===== config.mk =====
export PLATFORM = sky130hd
export DESIGN_NAME = move_sequencer_flat
export DESIGN_NICKNAME = d
export VERILOG_FILES = /design/src/rtl/move_sequencer_if.sv /design/src/rtl/move_sequencer.sv /design/src/flat_wrapper.sv
export SDC_FILE = /design/constraint.sdc
export NUM_CORES = 1
export LEC_CHECK = 0
export BUFFER_PORTS_ARGS = -buffer_cell sky130_fd_sc_hd__clkbuf_2
export CAP_MARGIN = 0
export CORE_MARGIN = 4
export CORE_UTILIZATION = 45
export DETAILED_ROUTE_END_ITERATION = 12
export GPL_TIMING_DRIVEN = 0
export PLACE_DENSITY = 0.68
export SLEW_MARGIN = 20
export SYNTH_ARGS = -nofsm -noshare
export SYNTH_HDL_FRONTEND = slang
export SYNTH_SLANG_ARGS = --single-unit

===== constraint.sdc =====
create_clock -name clk -period 3 [get_ports clk]
set_input_delay 0 -clock clk [delete_from_list [all_inputs] [get_ports clk]]
set_output_delay 0 -clock clk [all_outputs]
set_load 0.005 [all_outputs]

===== src/rtl/move_sequencer_if.sv =====
// Data-memory port bundle between the move sequencer (master) and the memory (slave).
// Reads are combinational on raddr; writes are one word per cycle when write_en is high.
`timescale 1ns/1ps
interface move_sequencer_if #(
  parameter int SIZE = 16,
  parameter int AW   = 6
);
  logic [AW-1:0]   waddr;
  logic [SIZE-1:0] write_data;
  logic            write_en;
  logic [AW-1:0]   raddr;
  logic [SIZE-1:0] read_data;

  modport master (output waddr, output write_data, output write_en, output raddr, input read_data);
  modport slave  (input waddr, input write_data, input write_en, input raddr, output read_data);
endinterface


===== src/rtl/move_sequencer.sv =====
// Game-move controller: polls joystick/button words, moves the 3x3 selection cursor,
// places pieces into the player grids, toggles the turn word and clears the board.
`timescale 1ns/1ps
module move_sequencer #(
  parameter int SIZE           = 16,
  parameter int AW             = 6,
  parameter int JOYSTICK_ADDR  = 0,
  parameter int BUTTON_ADDR    = 29,
  parameter int PLAYER0_START  = 1,
  parameter int SELECTED_START = 10,
  parameter int PLAYER1_START  = 19,
  parameter int TURN_ADDR      = 28,
  parameter int CURSOR_RESET   = 4
) (
  input  logic                  clk,
  input  logic                  rst_n,
  input  logic                  clear_req,
  move_sequencer_if.master      bus,
  output logic [3:0]            cursor,
  output logic                  turn,
  output logic                  busy,
  output logic                  move_done,
  output logic                  move_reject
);

  localparam logic [3:0] S_CLR      = 4'd0;
  localparam logic [3:0] S_SEL_INIT = 4'd1;
  localparam logic [3:0] S_POLL_J   = 4'd2;
  localparam logic [3:0] S_MOVE_CLR = 4'd3;
  localparam logic [3:0] S_MOVE_SET = 4'd4;
  localparam logic [3:0] S_POLL_B   = 4'd5;
  localparam logic [3:0] S_CHK0     = 4'd6;
  localparam logic [3:0] S_CHK1     = 4'd7;
  localparam logic [3:0] S_WR_CELL  = 4'd8;
  localparam logic [3:0] S_WR_TURN  = 4'd9;

  localparam logic [AW-1:0] JOY_A  = AW'(JOYSTICK_ADDR);
  localparam logic [AW-1:0] BTN_A  = AW'(BUTTON_ADDR);
  localparam logic [AW-1:0] P0_A   = AW'(PLAYER0_START);
  localparam logic [AW-1:0] SEL_A  = AW'(SELECTED_START);
  localparam logic [AW-1:0] P1_A   = AW'(PLAYER1_START);
  localparam logic [AW-1:0] TURN_A = AW'(TURN_ADDR);
  localparam logic [AW-1:0] CLR_FIRST = AW'(1);
  localparam logic [3:0]    CUR_RST   = 4'(CURSOR_RESET);

  logic [3:0]      state_reg, state_next;
  logic [AW-1:0]   clr_addr_reg, clr_addr_next;
  logic [3:0]      cursor_reg, cursor_next;
  logic [3:0]      new_cursor_reg, new_cursor_next;
  logic            turn_reg, turn_next;
  logic            joy_prev_reg, joy_prev_next;
  logic            btn_prev_reg, btn_prev_next;
  logic            clear_pending_reg, clear_pending_next;
  logic            we_reg, we_next;
  logic [AW-1:0]   waddr_reg, waddr_next;
  logic [SIZE-1:0] wdata_reg, wdata_next;
  logic            done_reg, done_next;
  logic            reject_reg, reject_next;
  logic [AW-1:0]   raddr_c;

  logic [3:0] dir;
  logic       dir_any;
  logic       btn;
  logic       cell_taken;
  logic [3:0] target;

  assign dir        = bus.read_data[3:0];
  assign dir_any    = |dir;
  assign btn        = bus.read_data[0];
  assign cell_taken = |bus.read_data;

  // Highest-priority direction wins (up > down > left > right); edges clamp, no wrap.
  function automatic logic [3:0] step_cursor(input logic [3:0] c, input logic [3:0] d);
    logic [1:0] row;
    logic [3:0] col;
    logic [3:0] res;
    if (c >= 4'd6) begin
      row = 2'd2;
      col = c - 4'd6;
    end else if (c >= 4'd3) begin
      row = 2'd1;
      col = c - 4'd3;
    end else begin
      row = 2'd0;
      col = c;
    end
    res = c;
    if (d[0]) begin
      if (row != 2'd0) res = c - 4'd3;
    end else if (d[1]) begin
      if (row != 2'd2) res = c + 4'd3;
    end else if (d[2]) begin
      if (col != 4'd0) res = c - 4'd1;
    end else if (d[3]) begin
      if (col != 4'd2) res = c + 4'd1;
    end
    return res;
  endfunction

  function automatic logic [AW-1:0] cell_addr(input logic [AW-1:0] base, input logic [3:0] c);
    return base + AW'(c);
  endfunction

  assign target = step_cursor(cursor_reg, dir);

  always_comb begin
    state_next         = state_reg;
    clr_addr_next      = clr_addr_reg;
    cursor_next        = cursor_reg;
    new_cursor_next    = new_cursor_reg;
    turn_next          = turn_reg;
    joy_prev_next      = joy_prev_reg;
    btn_prev_next      = btn_prev_reg;
    clear_pending_next = clear_pending_reg | clear_req;
    we_next            = 1'b0;
    waddr_next         = waddr_reg;
    wdata_next         = wdata_reg;
    done_next          = 1'b0;
    reject_next        = 1'b0;
    raddr_c            = JOY_A;

    case (state_reg)
      S_CLR: begin
        we_next     = 1'b1;
        waddr_next  = clr_addr_reg;
        wdata_next  = '0;
        turn_next   = 1'b0;
        cursor_next = CUR_RST;
        if (clr_addr_reg == TURN_A) begin
          state_next = S_SEL_INIT;
        end else begin
          clr_addr_next = clr_addr_reg + AW'(1);
        end
      end

      S_SEL_INIT: begin
        we_next    = 1'b1;
        waddr_next = cell_addr(SEL_A, cursor_reg);
        wdata_next = SIZE'(1);
        state_next = S_POLL_J;
      end

      S_POLL_J: begin
        raddr_c       = JOY_A;
        joy_prev_next = dir_any;
        if (clear_pending_reg || clear_req) begin
          state_next         = S_CLR;
          clr_addr_next      = CLR_FIRST;
          clear_pending_next = 1'b0;
        end else if (dir_any && !joy_prev_reg && (target != cursor_reg)) begin
          new_cursor_next = target;
          state_next      = S_MOVE_CLR;
        end else begin
          // Covers no edge as well as a clamped move: nothing to write.
          state_next = S_POLL_B;
        end
      end

      S_MOVE_CLR: begin
        we_next    = 1'b1;
        waddr_next = cell_addr(SEL_A, cursor_reg);
        wdata_next = '0;
        state_next = S_MOVE_SET;
      end

      S_MOVE_SET: begin
        we_next     = 1'b1;
        waddr_next  = cell_addr(SEL_A, new_cursor_reg);
        wdata_next  = SIZE'(1);
        cursor_next = new_cursor_reg;
        state_next  = S_POLL_B;
      end

      S_POLL_B: begin
        raddr_c       = BTN_A;
        btn_prev_next = btn;
        state_next    = (btn && !btn_prev_reg) ? S_CHK0 : S_POLL_J;
      end

      S_CHK0: begin
        raddr_c = cell_addr(P0_A, cursor_reg);
        if (cell_taken) begin
          reject_next = 1'b1;
          state_next  = S_POLL_J;
        end else begin
          state_next = S_CHK1;
        end
      end

      S_CHK1: begin
        raddr_c = cell_addr(P1_A, cursor_reg);
        if (cell_taken) begin
          reject_next = 1'b1;
          state_next  = S_POLL_J;
        end else begin
          state_next = S_WR_CELL;
        end
      end

      S_WR_CELL: begin
        we_next    = 1'b1;
        waddr_next = cell_addr(turn_reg ? P1_A : P0_A, cursor_reg);
        wdata_next = SIZE'(1);
        state_next = S_WR_TURN;
      end

      S_WR_TURN: begin
        we_next    = 1'b1;
        waddr_next = TURN_A;
        wdata_next = {{(SIZE-1){1'b0}}, ~turn_reg};
        turn_next  = ~turn_reg;
        done_next  = 1'b1;
        state_next = S_POLL_J;
      end

      default: begin
        state_next    = S_CLR;
        clr_addr_next = CLR_FIRST;
      end
    endcase
  end

  always_ff @(posedge clk or negedge rst_n) begin
    if (!rst_n) begin
      state_reg         <= S_CLR;
      clr_addr_reg      <= CLR_FIRST;
      cursor_reg        <= CUR_RST;
      new_cursor_reg    <= CUR_RST;
      turn_reg          <= 1'b0;
      joy_prev_reg      <= 1'b0;
      btn_prev_reg      <= 1'b0;
      clear_pending_reg <= 1'b0;
      we_reg            <= 1'b0;
      waddr_reg         <= '0;
      wdata_reg         <= '0;
      done_reg          <= 1'b0;
      reject_reg        <= 1'b0;
    end else begin
      state_reg         <= state_next;
      clr_addr_reg      <= clr_addr_next;
      cursor_reg        <= cursor_next;
      new_cursor_reg    <= new_cursor_next;
      turn_reg          <= turn_next;
      joy_prev_reg      <= joy_prev_next;
      btn_prev_reg      <= btn_prev_next;
      clear_pending_reg <= clear_pending_next;
      we_reg            <= we_next;
      waddr_reg         <= waddr_next;
      wdata_reg         <= wdata_next;
      done_reg          <= done_next;
      reject_reg        <= reject_next;
    end
  end

  assign bus.write_en   = we_reg;
  assign bus.waddr      = waddr_reg;
  assign bus.write_data = wdata_reg;
  assign bus.raddr      = raddr_c;
  assign cursor         = cursor_reg;
  assign turn           = turn_reg;
  assign busy           = (state_reg != S_POLL_J) && (state_reg != S_POLL_B);
  assign move_done      = done_reg;
  assign move_reject    = reject_reg;

endmodule


===== src/flat_wrapper.sv =====
// flat-port wrapper written by rule: the top's interface ports become plain ports
module move_sequencer_flat 
#(
  parameter int SIZE           = 16,
  parameter int AW             = 6,
  parameter int JOYSTICK_ADDR  = 0,
  parameter int BUTTON_ADDR    = 29,
  parameter int PLAYER0_START  = 1,
  parameter int SELECTED_START = 10,
  parameter int PLAYER1_START  = 19,
  parameter int TURN_ADDR      = 28,
  parameter int CURSOR_RESET   = 4
)
  (clk, rst_n, clear_req, cursor, turn, busy, move_done, move_reject, bus_waddr, bus_write_data, bus_write_en, bus_raddr, bus_read_data);
  move_sequencer_if #(.SIZE(SIZE), .AW(AW)) bus_i ();
  input  logic clk;
  input  logic rst_n;
  input  logic clear_req;
  output logic [3:0] cursor;
  output logic turn;
  output logic busy;
  output logic move_done;
  output logic move_reject;
  output wire logic [$bits(bus_i.waddr)-1:0] bus_waddr;
  output wire logic [$bits(bus_i.write_data)-1:0] bus_write_data;
  output wire logic [$bits(bus_i.write_en)-1:0] bus_write_en;
  output wire logic [$bits(bus_i.raddr)-1:0] bus_raddr;
  input wire logic [$bits(bus_i.read_data)-1:0] bus_read_data;
  assign bus_waddr = bus_i.waddr;
  assign bus_write_data = bus_i.write_data;
  assign bus_write_en = bus_i.write_en;
  assign bus_raddr = bus_i.raddr;
  assign bus_i.read_data = bus_read_data;
  move_sequencer #(.SIZE(SIZE), .AW(AW), .JOYSTICK_ADDR(JOYSTICK_ADDR), .BUTTON_ADDR(BUTTON_ADDR), .PLAYER0_START(PLAYER0_START), .SELECTED_START(SELECTED_START), .PLAYER1_START(PLAYER1_START), .TURN_ADDR(TURN_ADDR), .CURSOR_RESET(CURSOR_RESET)) u_core (.clk(clk), .rst_n(rst_n), .clear_req(clear_req), .bus(bus_i), .cursor(cursor), .turn(turn), .busy(busy), .move_done(move_done), .move_reject(move_reject));
endmodule

==> flow_metrics.tcl <==
set metrics [dict create \
    outcome "finished clean" \
    crit_buf_inv 3 \
    crit_type "reg -> reg" \
    worst_ep_arrival_time_ns 3.05 \
    synth_cell_types 66 \
    placementRows 28 \
    netlist.area_leader.share 0.265 \
    crit_start "u_core.cursor[0]$_DFFE_PN0P_" \
    max_freq_mhz 351 \
    timing.critical_path.slowest_cell_delay_ns 0.42 \
    grt_pass1_wl_um 12500 \
    critPathTopFamily "compound AO/OA/AOI/OAI gates" \
    finalInstanceArea_mm2 0.00330 \
    holdWs_ns 0.0963 \
    synth-edff-count 0 \
    netlist_instances 332 \
    final_nets 436 \
    cap_violations 0 \
    dpl-instance-area_mm2 0.00308 \
    ant_nets 0 \
    dr.pass1.iters 5 \
    drive_above_1_share 0.250 \
    synthTopCellsByArea "dfrtp_1 27%, ha_1 5.9%, a21oi_1 4.8%" \
    slew_headroom 0.424 \
    place_ws_ns -0.243 \
    die_x_um 85.9 \
    yosys_register_bits 32 \
    yosysTopAreaCell "dfrtp_1" \
    die_area_mm2 0.00739 \
    worstMarginPinSlew_ns 0.857 \
    overflow 0 \
    drc 0 \
    clk_pin_slew_ns 0.07 \
    crit_fanout 10 \
    crit_slowest_cell "dfrtp_1" \
    gp_congestion 0.920 \
    insertedDiodeCount 0 \
    finalSetupViolCount 0 \
    cts_tree "built" \
    synthArstFlopShare 1.00 \
    clock_skew_ns 0.00434 \
    hold_start "bus_read_data[10]" \
    first_global_vias 2534 \
    dp_hpwl_um 5460 \
    irDropWorstVdd_uv 369 \
    min_path_type "in -> reg" \
    cts.sinks 32 \
    rsz0062_at_grt "no" \
    min_period_ns 2.85 \
    drtIter0Drc 188 \
    worstSetupStartpointType "register" \
    clock_latency_ns 0.29 \
    antenna_found_initial 0 \
    timing.rr.start "u_core.cursor[0]$_DFFE_PN0P_" \
    ios 56 \
    crit_chain "buf_4 > clkinvlp_4 > ha_4 > mux2i_1 > o32ai_4 > mux2i_2 > o31ai_4 > a31oi_4 > buf_4 > nand2_1 > o31ai_1" \
    hold_violations 0 \
    setup_tns_ns 0 \
    htreeDepth 2 \
    vias_per_cell 5.75 \
    core-area_mm2 0.00592 \
    drv_slew 0 \
    portBuffers 40 \
    ys.flop_type "dfrtp_1" \
    ys.warnings.count 0 \
    area_delta_synth_final_pct 20.8 \
    via_count 2754 \
    wl_um 7530 \
    p_leak_nw 1.55 \
    die_y_um 85.9 \
    cts_root_buffer "clkbuf_8" \
    cts_buffers 5 \
    crit_top_cell "buf_4" \
    avgSynthCellArea_um2 8.23 \
    cp.required_ns 3.20 \
    p_per_area_mw_per_mm2 713 \
    grt_max_degree 33 \
    grtUsageTotal 0.208 \
    reg2reg_slack_ns 0.15 \
    floorplan.initialDensity 0.462 \
    end_kind "register" \
    setup_slack_ns 0.153 \
    syn-cell-area_mm2 0.00273 \
    final.period_utilization 0.949 \
    finalPower_mw 2.35 \
    wl_per_cell_um 15.7 \
    cts_buffer_depth 2 \
    ys_seq_area_frac 0.294 \
]
-- layout make-up --
class | instances | area, um^2
clock buffers | 6 | 72.6
well taps | 75 | 93.8
multi-input cells | 263 | 1730
repair buffers | 50 | 280
clock inverters | 2 | 35.0
inverters | 18 | 71.3
fillers | 545 | 2620
plain buffers | 33 | 214
flip-flops and latches | 32 | 806
-- report_power, final --
| group | total, mW | leakage [nW] | switching [mW] | internal [mW] |
|---|---|---|---|---|
| Clock | 0.414 | 0.0552 | 0.168 | 0.246 |
| Combinational | 1.23 | 1.10 | 0.751 | 0.483 |
| Sequential | 0.706 | 0.399 | 0.126 | 0.580 |
| Total | 2.35 | 1.55 | 1.05 | 1.31 |
-- final timing paths --
check	to	cells after the start
min	u_core.state_reg[3]$_DFFE_PN0P_	4
max reg2reg	u_core.new_cursor_reg[3]$_DFFE_PN0P_	11
max	u_core.new_cursor_reg[3]$_DFFE_PN0P_	11
min in group asynchronous	u_core.clear_pending_reg$_DFF_PN0_	2
min reg2reg	u_core.clear_pending_reg$_DFF_PN0_	2
max in group asynchronous	u_core.cursor[1]$_DFFE_PN0P_	2
-- worst reg2reg max path: cells and delay by family (launching register included) --
family,cells,cell delay (ns)
fa+ha+maj,1,0.36
simple gates,1,0.05
flops,1,0.42
mux,2,0.44
buf+inv,3,0.59
compound gates,4,0.90
-- through the flow --
step / instances / utilization
3_5_place_dp: 461 / 0.520
5_1_grt: 479 / 0.558
6_report: 479 / 0.558
2_1_floorplan: 346 / -
3_3_place_gp: 461 / 0.520
4_1_cts: 474 / 0.548
-- timing repair --
action                     CTS  global route
setup endpoints to repair    5             6
setup buffers                3             5
pin swaps                    1             2
hold buffers                 2             0
hold endpoints to repair    30             0
gates resized for setup      3             5
-- cells in the final DEF (no fill, tap or decap), types with 2 or more instances in the layout --
master and count:
o32ai_1 2, inv_1 15, buf_4 24, a211oi_2 2, dlygate4sd3_1 2, xor2_1 6, o22ai_1 5, a21o_1 4
or3_1 2, clkbuf_8 5, nor3_1 8, buf_2 6, conb_1 15, o211ai_1 2, a21oi_1 26, a221oi_1 3
buf_6 3, nand2_1 30, mux2i_1 8, xnor2_1 6, buf_1 2, nor4_1 5, dfrtp_1 28, o31ai_1 2
dfstp_2 3, nand3_1 14, clkbuf_1 7, ha_1 12, o21ai_1 3, o21ai_0 21, clkbuf_2 40, nor2_1 34
a22o_1 5, o32a_1 2, a31oi_1 4, o41ai_1 2, nor2b_1 3, nand4_1 6
-- Yosys cell counts (4+ instances only) --
cell      instances
inv_1            16
a31oi_1           4
nand4_1           6
clkbuf_1          6
nor2_1           34
a22o_1            5
nand2_1          30
o22ai_1           5
dfrtp_1          29
nor4_1            5
ha_1             13
nand3_1          14
mux2i_1           9
o21ai_0          21
xnor2_1           6
nor3_1            8
a21oi_1          26
buf_4            15
xor2_1            6
buf_2             7
a21o_1            4
-- cells by family after synthesis --
family | share of synthesized area
muxes | 0.0371
and+or+nand+nor | 0.198
xor gates and xnor gates | 0.0384
DFF | 0.294
AOI/OAI and AO/OA | 0.262
adders and majority gates | 0.0668
other | 0.00137
buffers and inverters | 0.102
-- layer usage --
layer	share of wire	global-route usage	vias to the layer above
li1	-	-	1316
met4	0.018	0.0576	0
met2	0.46	0.328	130
met5	0	0	-
met1	0.45	0.296	1294
met3	0.074	0.0317	14
Note: power is estimated with default switching activity, not from simulation.
